[src/rtl/alpha2_3_gpio_pkg.sv]
// Shared constants for the Wishbone GPIO / edge-interrupt block.
package alpha2_3_gpio_pkg;

  localparam int NPINS = 8;

  // Cycles after reset before edges may set status bits (synchronizer fill time).
  localparam logic [1:0] WARMUP_CYCLES = 2'd3;

  // Register word index taken from adr[4:2].
  typedef enum logic [2:0] {
    GPIO_DOUT    = 3'd0,
    GPIO_OE      = 3'd1,
    GPIO_DIN     = 3'd2,
    GPIO_RISE_EN = 3'd3,
    GPIO_FALL_EN = 3'd4,
    GPIO_RISE_ST = 3'd5,
    GPIO_FALL_ST = 3'd6,
    GPIO_RSVD    = 3'd7
  } gpio_reg_e;

endpackage

[src/rtl/alpha2_3_gpio_sync.sv]
// Pad-input synchronizer and edge detector. Edges are held off until the
// synchronizer has filled after reset, so pins sitting high do not look like edges.
module alpha2_3_gpio_sync
  import alpha2_3_gpio_pkg::*;
#(
  parameter int WIDTH = NPINS
) (
  input  logic             clk,
  input  logic             rst,
  input  logic [WIDTH-1:0] pins,
  output logic [WIDTH-1:0] din,
  output logic [WIDTH-1:0] rise,
  output logic [WIDTH-1:0] fall
);

  logic [WIDTH-1:0] s1;
  logic [WIDTH-1:0] s2;
  logic [WIDTH-1:0] s3;
  logic [1:0]       warm_cnt;
  logic             armed;

  assign armed = (warm_cnt == WARMUP_CYCLES);

  always_ff @(posedge clk) begin
    if (rst) begin
      s1       <= '0;
      s2       <= '0;
      s3       <= '0;
      warm_cnt <= '0;
    end else begin
      s1 <= pins;
      s2 <= s1;
      s3 <= s2;
      if (!armed) begin
        warm_cnt <= warm_cnt + 2'd1;
      end
    end
  end

  assign din  = s2;
  assign rise = armed ? (s2 & ~s3) : '0;
  assign fall = armed ? (~s2 & s3) : '0;

endmodule

[src/rtl/alpha2_3_wb_gpio_irq.sv]
// Wishbone slave owning the low user IO pads: output data/enable, synchronized
// input, and sticky per-pin edge status with registered interrupt lines.
module alpha2_3_wb_gpio_irq #(
  parameter logic [31:0] BASE_ADDR = 32'h3000_0000,
  parameter int          NPINS     = 8
) (
  input  logic             wb_clk_i,
  input  logic             wb_rst_i,
  input  logic             wbs_cyc_i,
  input  logic             wbs_stb_i,
  input  logic             wbs_we_i,
  input  logic [3:0]       wbs_sel_i,
  input  logic [31:0]      wbs_adr_i,
  input  logic [31:0]      wbs_dat_i,
  output logic             wbs_ack_o,
  output logic [31:0]      wbs_dat_o,
  input  logic [NPINS-1:0] io_in,
  output logic [NPINS-1:0] io_out,
  output logic [NPINS-1:0] io_oeb,
  output logic [2:0]       irq
);

  import alpha2_3_gpio_pkg::*;

  logic             req;
  logic             req_q;
  logic             ack_q;
  logic             access;
  logic             wr_en;
  gpio_reg_e        reg_sel;
  logic [NPINS-1:0] wdata;
  logic [NPINS-1:0] rd_data;
  logic [NPINS-1:0] dat_q;

  logic [NPINS-1:0] dout_q;
  logic [NPINS-1:0] oe_q;
  logic [NPINS-1:0] rise_en_q;
  logic [NPINS-1:0] fall_en_q;
  logic [NPINS-1:0] rise_st_q;
  logic [NPINS-1:0] fall_st_q;
  logic [NPINS-1:0] rise_clr;
  logic [NPINS-1:0] fall_clr;
  logic             rise_hit;
  logic             fall_hit;
  logic [2:0]       irq_q;

  logic [NPINS-1:0] din;
  logic [NPINS-1:0] rise;
  logic [NPINS-1:0] fall;

  logic unused_bits;
  assign unused_bits = ^{wbs_sel_i[3:1], wbs_adr_i[7:5], wbs_adr_i[1:0], wbs_dat_i[31:NPINS]};

  alpha2_3_gpio_sync #(
    .WIDTH(NPINS)
  ) u_sync (
    .clk  (wb_clk_i),
    .rst  (wb_rst_i),
    .pins (io_in),
    .din  (din),
    .rise (rise),
    .fall (fall)
  );

  // The request is registered once before it is acked; the live request must
  // still be present so a master that has already dropped stb is not acked again.
  assign req     = wbs_cyc_i & wbs_stb_i & (wbs_adr_i[31:8] == BASE_ADDR[31:8]);
  assign access  = req & req_q & ~ack_q;
  assign reg_sel = gpio_reg_e'(wbs_adr_i[4:2]);
  assign wdata   = wbs_dat_i[NPINS-1:0];
  assign wr_en   = access & wbs_we_i & wbs_sel_i[0];

  assign rise_clr = (wr_en && reg_sel == GPIO_RISE_ST) ? wdata : '0;
  assign fall_clr = (wr_en && reg_sel == GPIO_FALL_ST) ? wdata : '0;

  assign rise_hit = |(rise_st_q & rise_en_q);
  assign fall_hit = |(fall_st_q & fall_en_q);

  always_comb begin
    rd_data = '0;
    case (reg_sel)
      GPIO_DOUT:    rd_data = dout_q;
      GPIO_OE:      rd_data = oe_q;
      GPIO_DIN:     rd_data = din;
      GPIO_RISE_EN: rd_data = rise_en_q;
      GPIO_FALL_EN: rd_data = fall_en_q;
      GPIO_RISE_ST: rd_data = rise_st_q;
      GPIO_FALL_ST: rd_data = fall_st_q;
      default:      rd_data = '0;
    endcase
  end

  always_ff @(posedge wb_clk_i) begin
    if (wb_rst_i) begin
      req_q     <= 1'b0;
      ack_q     <= 1'b0;
      dat_q     <= '0;
      dout_q    <= '0;
      oe_q      <= '0;
      rise_en_q <= '0;
      fall_en_q <= '0;
      rise_st_q <= '0;
      fall_st_q <= '0;
      irq_q     <= '0;
    end else begin
      req_q <= req;
      ack_q <= access;
      dat_q <= (access & ~wbs_we_i) ? rd_data : '0;

      if (wr_en) begin
        case (reg_sel)
          GPIO_DOUT:    dout_q    <= wdata;
          GPIO_OE:      oe_q      <= wdata;
          GPIO_RISE_EN: rise_en_q <= wdata;
          GPIO_FALL_EN: fall_en_q <= wdata;
          default:      ;
        endcase
      end

      // A new edge wins over a same-cycle write-one-to-clear.
      rise_st_q <= (rise_st_q & ~rise_clr) | rise;
      fall_st_q <= (fall_st_q & ~fall_clr) | fall;

      irq_q <= {rise_hit | fall_hit, fall_hit, rise_hit};
    end
  end

  assign wbs_ack_o = ack_q & ~wb_rst_i;
  assign wbs_dat_o = wbs_ack_o ? {{(32 - NPINS){1'b0}}, dat_q} : 32'd0;
  assign io_out    = dout_q;
  assign io_oeb    = ~oe_q;
  assign irq       = irq_q;

endmodule

[config.mk]
export PLATFORM = sky130hd
export DESIGN_NAME = alpha2_3_wb_gpio_irq
export DESIGN_NICKNAME = d
export VERILOG_FILES = /design/src/rtl/alpha2_3_gpio_pkg.sv /design/src/rtl/alpha2_3_gpio_sync.sv /design/src/rtl/alpha2_3_wb_gpio_irq.sv
export SDC_FILE = /design/constraint.sdc
export NUM_CORES = 1
export LEC_CHECK = 0
export CAP_MARGIN = 20
export CORE_MARGIN = 3
export CORE_UTILIZATION = 48
export CTS_BUF_LIST = sky130_fd_sc_hd__clkbuf_4 sky130_fd_sc_hd__clkbuf_8
export CTS_CLUSTER_DIAMETER = 120
export DETAILED_ROUTE_END_ITERATION = 16
export PLACE_DENSITY = 0.79
export SLEW_MARGIN = 0
export SYNTH_ARGS = -nofsm -noshare
export SYNTH_HDL_FRONTEND = slang
export SYNTH_HIERARCHICAL = 1
export SYNTH_SLANG_ARGS = --single-unit
[constraint.sdc]
create_clock -name wb_clk_i -period 2.9 [get_ports wb_clk_i]
set_input_delay 0.435 -clock wb_clk_i [delete_from_list [all_inputs] [get_ports wb_clk_i]]
set_output_delay 0.435 -clock wb_clk_i [all_outputs]
set_load 0.05 [all_outputs]
==> impl_results.md, run 1 <==
- Global-route congestion overflow total: 0
- Final period util: 0.817
- Maximum number of pins on one net before global-route repair: 85
- Core Box Area: 7970 µm²
- TritonCTS Buffers: 9
- Number of fill cells in the layout: 671
- Smallest hold slack: 0.441 ns
- Mapped Area: 4070 µm²
- Area enclosed by the die boundary: 9620 µm²
- Top delay family on crit path: buffers and inverters
- Area of the multi-input gates: 2060 µm²
- Detailed-route wire length: 9800 µm
- Vias in the first global route: 3076
- Number of buffers and inverters on the critical path: 1
- Max transition margin: 0.542
- Number of input and output port buffers inserted: 76
- Reg2Reg Launch Point: ack_q
- Hold bufs inserted after CTS: 0
- Post-synth ARST share: 0
- Max Clock Skew: 0.00761 ns
- Slowest stage cell, crit path: sky130_fd_sc_hd__clkdlybuf4s50_1
- Count of final setup violators: 0
- Overall power of the completed layout: 2430 µW
- Post-layout utilization of the core: 0.644
- Total inserted antenna cells: 0
- Category of the worst setup path launch point: flop
- Post-Syn Area per Cell: 9.64 µm²
- Final instance area: 5130 µm²
- Remaining antenna violation count after routing: 0
- GR Layer Usage met3: 0.0657
- Final total negative setup slack: 0 ns
- Deepest clock path buffer count: 2
- Maximum resistive drop on vdd: 0.316 mV
- Fraction of the yosys area taken by sequential cells: 0.428
- Initial antenna violation count: 0
- Post-synthesis instance total: 422
- Data arrival time of the critical path: 1.93 ns
- Clock slew at the register clock pins of the worst setup and hold paths: 0.08 ns
- Final Net Count: 593
- Die Width: 98.1 µm
- Iter 0 DRT Violations: 227
- Launch instance of the worst min-delay path: u_sync/s1[3]
- Flop and latch count out of synthesis: 87
- Cell breakdown of the critical path: nor2b_1 > clkdlybuf4s50_1
- Average routed wire per standard cell: 15.9 µm
- TritonCTS clock tree: yes
- I/O pin count: 133
- DRT Pass-1 Iters: 4
- Ys flop type: sky130_fd_sc_hd__dfxtp_1
- Worst path max stage delay: 0.88 ns
- Layout cells sized above 1: 0.128
- Remaining DRCs: 0
- Sequential cell area: 1740 µm²
- Reg2reg path depth: 5
- Result of the run: finished, final reports clean
- Post-synth EDFFs: 0
- R2r endpoint: io_out[0]
- Layer with the highest usage: met2
- Post-CTS sizing: 0
- Maximum fanout along the worst path: 9
- Cell leakage power: 0.00218 µW
- Power Density: 474 nW/µm²
- Worst setup EP type: output pin
- FMAX: 422 MHz
- Die span in y: 98.1 µm
- Final-report hold violation count: 0
- Number of vias in the routed layout: 3252
- First-pass GRT wire length: 15400 µm
- Hold crit path type: flop to flop
- Cell depth of the worst hold path: 1
- Count of H-tree levels built during CTS: 3
- Via count normalized by instance count: 5.27
- Crit path required time: 2.47 ns
- Number of distinct standard cells referenced by the synthesized netlist: 49
- Clock net sink count: 87
- Gpl congestion: 0.903
- Area growth from synthesis to layout: 26.0%
- Initial core utilization: 0.511
- Detail Placement HPWL: 7210 µm
- Skew-Pair Late Insertion Delay: 0.36 ns
- RSZ-0062 raised after global routing: no
- Worst hold endpoint: u_sync/din[3]
- Worst Setup Path Type: flop to output pin
- Root Buffer: sky130_fd_sc_hd__clkbuf_8
- GRT met2 Usage: 0.321
- Number of core rows: 32
- Area post-placement: 4910 µm²
- Time the worst path needs with I/O delays and setup: 2.37 ns
- Number of buffers inserted to repair setup after CTS: 0
- Final Max Slew Viols: 0
- Total of warnings raised by yosys: 6
- Met1 layer usage reported by global route: 0.249
- Count of max-cap constraint violations: 0
- Worst reg-to-reg setup slack: 1.30 ns
- Overall track demand over capacity in global routing: 0.202
- Worst Max-Slew Pin Slew: 0.688 ns
sequential cells by signal, summed over array words and instances (netlist names):
register         cells
ack_q                1
dat_q                8
fall_en_q            8
fall_st_q            8
io_out               8
irq                  3
oe_q                 8
req_q                1
rise_en_q            8
rise_st_q            8
u_sync/din           8
u_sync/s1            8
u_sync/s3            8
u_sync/warm_cnt      2
cell usage after synthesis, types with 2 or more instances:
cell type	n	area share
sky130_fd_sc_hd__dfxtp_1	87	0.43
sky130_fd_sc_hd__nand2b_1	40	0.061
sky130_fd_sc_hd__and3_1	2	0.0031
sky130_fd_sc_hd__nor2_1	15	0.014
sky130_fd_sc_hd__a21oi_1	8	0.0098
sky130_fd_sc_hd__a221oi_1	5	0.011
sky130_fd_sc_hd__inv_1	25	0.023
sky130_fd_sc_hd__a21o_1	6	0.011
sky130_fd_sc_hd__o21bai_1	16	0.030
sky130_fd_sc_hd__nand4_2	3	0.0092
sky130_fd_sc_hd__a41oi_1	2	0.0043
sky130_fd_sc_hd__o21ai_0	2	0.0025
sky130_fd_sc_hd__clkbuf_1	14	0.013
sky130_fd_sc_hd__nor4_1	3	0.0046
sky130_fd_sc_hd__nor3b_1	2	0.0037
sky130_fd_sc_hd__o2bb2ai_1	2	0.0043
sky130_fd_sc_hd__and3b_2	6	0.015
sky130_fd_sc_hd__mux2i_1	39	0.096
sky130_fd_sc_hd__nand2_1	12	0.011
sky130_fd_sc_hd__and2_1	9	0.014
sky130_fd_sc_hd__a31oi_1	16	0.025
sky130_fd_sc_hd__and3b_1	3	0.0065
sky130_fd_sc_hd__a22oi_1	17	0.031
sky130_fd_sc_hd__nor4_2	2	0.0061
sky130_fd_sc_hd__nor2b_1	30	0.046
sky130_fd_sc_hd__buf_4	26	0.048
sky130_fd_sc_hd__mux2_2	5	0.014
sky130_fd_sc_hd__ha_1	2	0.0061
sky130_fd_sc_hd__nand3_1	3	0.0037
kinds of logic (layout without fill, tap and decap cells):
| family | Yosys count | in the layout | share of synthesized area |
|---|---|---|---|
| and+or+nand+nor | 143 | 143 | 0.228 |
| DFF | 87 | 87 | 0.428 |
| AOI/OAI and AO/OA | 76 | 76 | 0.132 |
| buffers and inverters | 67 | 137 | 0.0876 |
| muxes | 45 | 45 | 0.115 |
| adders and majority gates | 2 | 2 | 0.00615 |
| other | 1 | 24 | 0.000921 |
| xor gates and xnor gates | 1 | 1 | 0.00215 |
layout make-up:
cell class	instances	area share
sequential	87	0.340
inverter	25	0.0183
clock buffer	11	0.0271
multi-input combinational	291	0.401
timing repair buffer	96	0.173
clock inverter	5	0.0161
tap	102	0.0249
where the power goes:
group | internal (µW) | leakage [µW] | switching, µW
registers | 1220 | 0.000705 | 15.9
logic | 114 | 0.00136 | 156
clock network | 506 | 0.000114 | 423
total | 1840 | 0.00218 | 595
worst max-delay path by stage:
| stage | start | endpoint | slack [ns] | depth (start not counted) |
|---|---|---|---|---|
| final | ack_q | wbs_ack_o | 0.53 | 2 |
| after global routing | ack_q | wbs_ack_o | 0.43 | 2 |
| after CTS | ack_q | wbs_ack_o | 0.50 | 2 |
| after detailed placement | wbs_adr_i[18] | io_out[0] | 0.33 | 6 |
| after global placement | wbs_adr_i[18] | dat_q[5] | 0.38 | 6 |
| after floorplan | wbs_adr_i[18] | io_out[0] | 0.71 | 4 |
metrics by stage:
stage	worst slack [ns]	cells
after floorplan	0.715	445
after global placement	0.378	601
after detailed placement	0.333	601
after CTS	0.502	617
after global routing	0.426	617
final	0.530	617
layer usage:
layer	up-vias	part of all wire
met2	141	0.48
met4	0	0.028
met5	-	0
li1	1591	-
met3	18	0.092
met1	1502	0.40
placed cells by master (no fill, tap or decap), drive strengths merged, types with 2 or more instances in the layout:
cell type / netlist / layout
mux2: 5 / 5
nand2b: 40 / 40
dfxtp: 87 / 87
nand2: 12 / 12
a31oi: 16 / 16
clkdlybuf4s50: 0 / 67
and3b: 9 / 9
nand3: 3 / 3
a221oi: 5 / 5
or3: 2 / 2
o21ai: 2 / 2
a21oi: 8 / 8
nor2: 15 / 15
bufinv: 0 / 2
clkbuf: 14 / 11
a41oi: 2 / 2
nor3b: 2 / 2
clkinv: 0 / 3
inv: 25 / 25
and2: 9 / 9
a22oi: 17 / 17
o21bai: 16 / 16
ha: 2 / 2
and3: 2 / 2
nor2b: 30 / 30
buf: 28 / 29
nand4: 4 / 4
conb: 1 / 24
nor4: 6 / 6
o2bb2ai: 2 / 2
a21o: 6 / 6
mux2i: 39 / 39
or4: 2 / 2
(Power assumes the default switching activity.)
==> run 2, diff against run 1 <==
==> constraint.sdc (replaced) <==
create_clock -name wb_clk_i -period 2.3 [get_ports wb_clk_i]
set_input_delay 0.345 -clock wb_clk_i [delete_from_list [all_inputs] [get_ports wb_clk_i]]
set_output_delay 0.345 -clock wb_clk_i [all_outputs]
set_load 0.05 [all_outputs]
==> run 2 against run 1 <==
Combinational power increased by 27%. Die area unchanged. Sequential share of layout area decreased by 0.35 points. Final area increased by 1.0%. Worst setup slack got worse by 0.30 ns. Sequential power increased by 26%. Final cell count increased by 0.97%. Core utilization increased by 0.68 points. First-iteration DRC count increased by 28%. Critical path depth increased by 4. Clock power increased by 27%. Clock-buffer cell count decreased by 2. Largest power group unchanged.
==> impl_results.md, run 2 (same netlist as run 1, synthesis figures left out) <==
- Result of the run: finished, final reports clean
- Worst setup EP type: flop
- Die Width: 98.1 µm (unchanged)
- Worst setup path startpoint: wbs_adr_i[18]
- Clock slew at the register clock pins of the worst setup and hold paths: 0.08 ns (about the same)
- Final Net Count: 599 (+1.0%)
- Root Buffer: sky130_fd_sc_hd__clkbuf_8
- Layout cells sized above 1: 0.140 (+0.0120)
- Number of fill cells in the layout: 665 (-0.89%)
- Number of core rows: 32 (unchanged)
- Remaining DRCs: 0 (unchanged)
- Gpl congestion: 0.876 (-2.9%)
- Via count normalized by instance count: 5.42 (+2.8%)
- Iter 0 DRT Violations: 290 (+28%)
- Number of input and output port buffers inserted: 76 (unchanged)
- Initial core utilization: 0.511 (unchanged)
- Maximum resistive drop on vdd: 0.350 mV (+11%)
- Count of final setup violators: 0 (unchanged)
- Initial antenna violation count: 0 (unchanged)
- RSZ-0062 raised after global routing: no
- Final-report hold violation count: 0 (unchanged)
- Category of the worst setup path launch point: input pin
- Crit path required time: 2.60 ns (+0.13 ns)
- Die span in y: 98.1 µm (unchanged)
- Commonest cells after routing, fill and taps aside: sky130_fd_sc_hd__dfxtp_1, sky130_fd_sc_hd__clkdlybuf4s50_1, sky130_fd_sc_hd__nand2b_1, sky130_fd_sc_hd__mux2i_1, sky130_fd_sc_hd__buf_4
- Worst Max-Slew Pin Slew: 0.673 ns (-0.0146 ns)
- R2r endpoint: io_out[0]
- Post-CTS sizing: 0 (unchanged)
- Worst reg-to-reg setup slack: 0.73 ns (-0.57 ns)
- Final Max Slew Viols: 0 (unchanged)
- Count of H-tree levels built during CTS: 3 (unchanged)
- Max Clock Skew: 0.0141 ns (+0.00646 ns)
- Smallest hold slack: 0.434 ns (-0.00647 ns)
- Average routed wire per standard cell: 16.2 µm (+1.9%)
- Total inserted antenna cells: 0 (unchanged)
- FMAX: 482 MHz
- Area growth from synthesis to layout: 27.3%
- Number of vias in the routed layout: 3377 (+3.8%)
- TritonCTS clock tree: yes
- Hold bufs inserted after CTS: 0 (unchanged)
- First-pass GRT wire length: 15800 µm (+2.4%)
- Skew-Pair Late Insertion Delay: 0.37 ns (about the same)
- Count of max-cap constraint violations: 0 (unchanged)
- Maximum fanout along the worst path: 6 (-3)
- I/O pin count: 133 (unchanged)
- DRT Pass-1 Iters: 5 (+1)
- Time the worst path needs with I/O delays and setup: 2.07 ns
- Data arrival time of the critical path: 2.37 ns (+0.44 ns)
- TritonCTS Buffers: 9 (unchanged)
- Detail Placement HPWL: 7420 µm (+2.9%)
- Remaining antenna violation count after routing: 0 (unchanged)
- Cell leakage power: 0.00221 µW (+1.1%)
- Detailed-route wire length: 10100 µm (+2.9%)
- Core Box Area: 7970 µm² (unchanged)
- Maximum number of pins on one net before global-route repair: 85 (unchanged)
- Vias in the first global route: 3188 (+3.6%)
- Reg2reg path depth: 5 (unchanged)
- Number of buffers inserted to repair setup after CTS: 0 (unchanged)
- Worst slack at placement: -0.153 ns (-0.486 ns)
- Overall track demand over capacity in global routing: 0.208 (+0.00628)
- Worst Setup Path Type: input pin to flop
- Clock net sink count: 87 (unchanged)
- Deepest clock path buffer count: 2 (unchanged)
- Commonest non-fill, non-tap cell in the layout: sky130_fd_sc_hd__dfxtp_1
- Capture point of the worst path: io_out[0]
- Max transition margin: 0.551 (+0.00976)
- Power Density: 593 nW/µm² (+25%)
- Area enclosed by the die boundary: 9620 µm² (unchanged)
- Global-route congestion overflow total: 0 (unchanged)
- Hold crit path type: flop to flop
- Final period util: 0.902
- Reg2Reg Launch Point: req_q
- Post-route setup slack: 0.226 ns (-0.304 ns)
-- run 2: cell types whose count changed in the layout (fill, tap and decap cells not counted), sizes merged --
cell	previous run	this run
clkbuf	11	9
clkinvlp	0	3
inv	25	26
clkdlybuf4s50	67	66
buf	29	36
clkinv	3	1
-- run 2: metrics by stage --
step	utilization	instance area [µm²]	instances	total power, µW	TNS [ns]
2_1_floorplan	-	4160	445	1830	0
3_3_place_gp	0.623	4960	607	1920	-1.89
3_5_place_dp	0.623	4960	607	1930	-2.68
4_1_cts	0.650	5180	623	3100	0
5_1_grt	0.650	5180	623	3190	0
6_report	0.650	5180	623	3070	0
-- run 2: per-layer routing --
layer	global-route usage	share of wire	vias up	routed length, µm
met3	0.0479	0.077	42	772
met4	0.144	0.050	0	505
met2	0.318	0.45	171	4570
met5	0	0	-	0
met1	0.259	0.42	1554	4230
li1	-	-	1610	-
-- run 2: critical path: stages --
cell and delay (ns):
sky130_fd_sc_hd__clkdlybuf4s50_1 0.41, sky130_fd_sc_hd__or4_4 0.55, sky130_fd_sc_hd__or3_4 0.42, sky130_fd_sc_hd__nor4_4 0.24, sky130_fd_sc_hd__buf_4 0.22, sky130_fd_sc_hd__mux2i_1 0.19
-- run 2: how the worst min path moves through the flow --
stage | from | end | slack, ns | depth (start not counted)
final | u_sync/s1[2] | u_sync/din[2] | 0.43 | 1
after global routing | u_sync/s1[3] | u_sync/din[3] | 0.46 | 1
after CTS | u_sync/s1[6] | u_sync/din[6] | 0.44 | 1
after detailed placement | u_sync/s1[6] | u_sync/din[6] | 0.42 | 1
after global placement | u_sync/s1[7] | u_sync/din[7] | 0.42 | 1
after floorplan | u_sync/s1[0] | u_sync/din[0] | 0.41 | 1
-- run 2: final cells by class --
type,instances,area (µm²),area share
multi-input combinational,291,2060,0.397
sequential,87,1740,0.336
timing repair buffer,102,941,0.182
tap,102,128,0.0246
clock buffer,9,124,0.0239
clock inverter,7,96.3,0.0186
inverter,25,93.8,0.0181
-- run 2: power by group --
part	internal (µW)	switching (µW)
sequential	1530	20.4
combinational	146	196
clock	613	563
total	2290	779
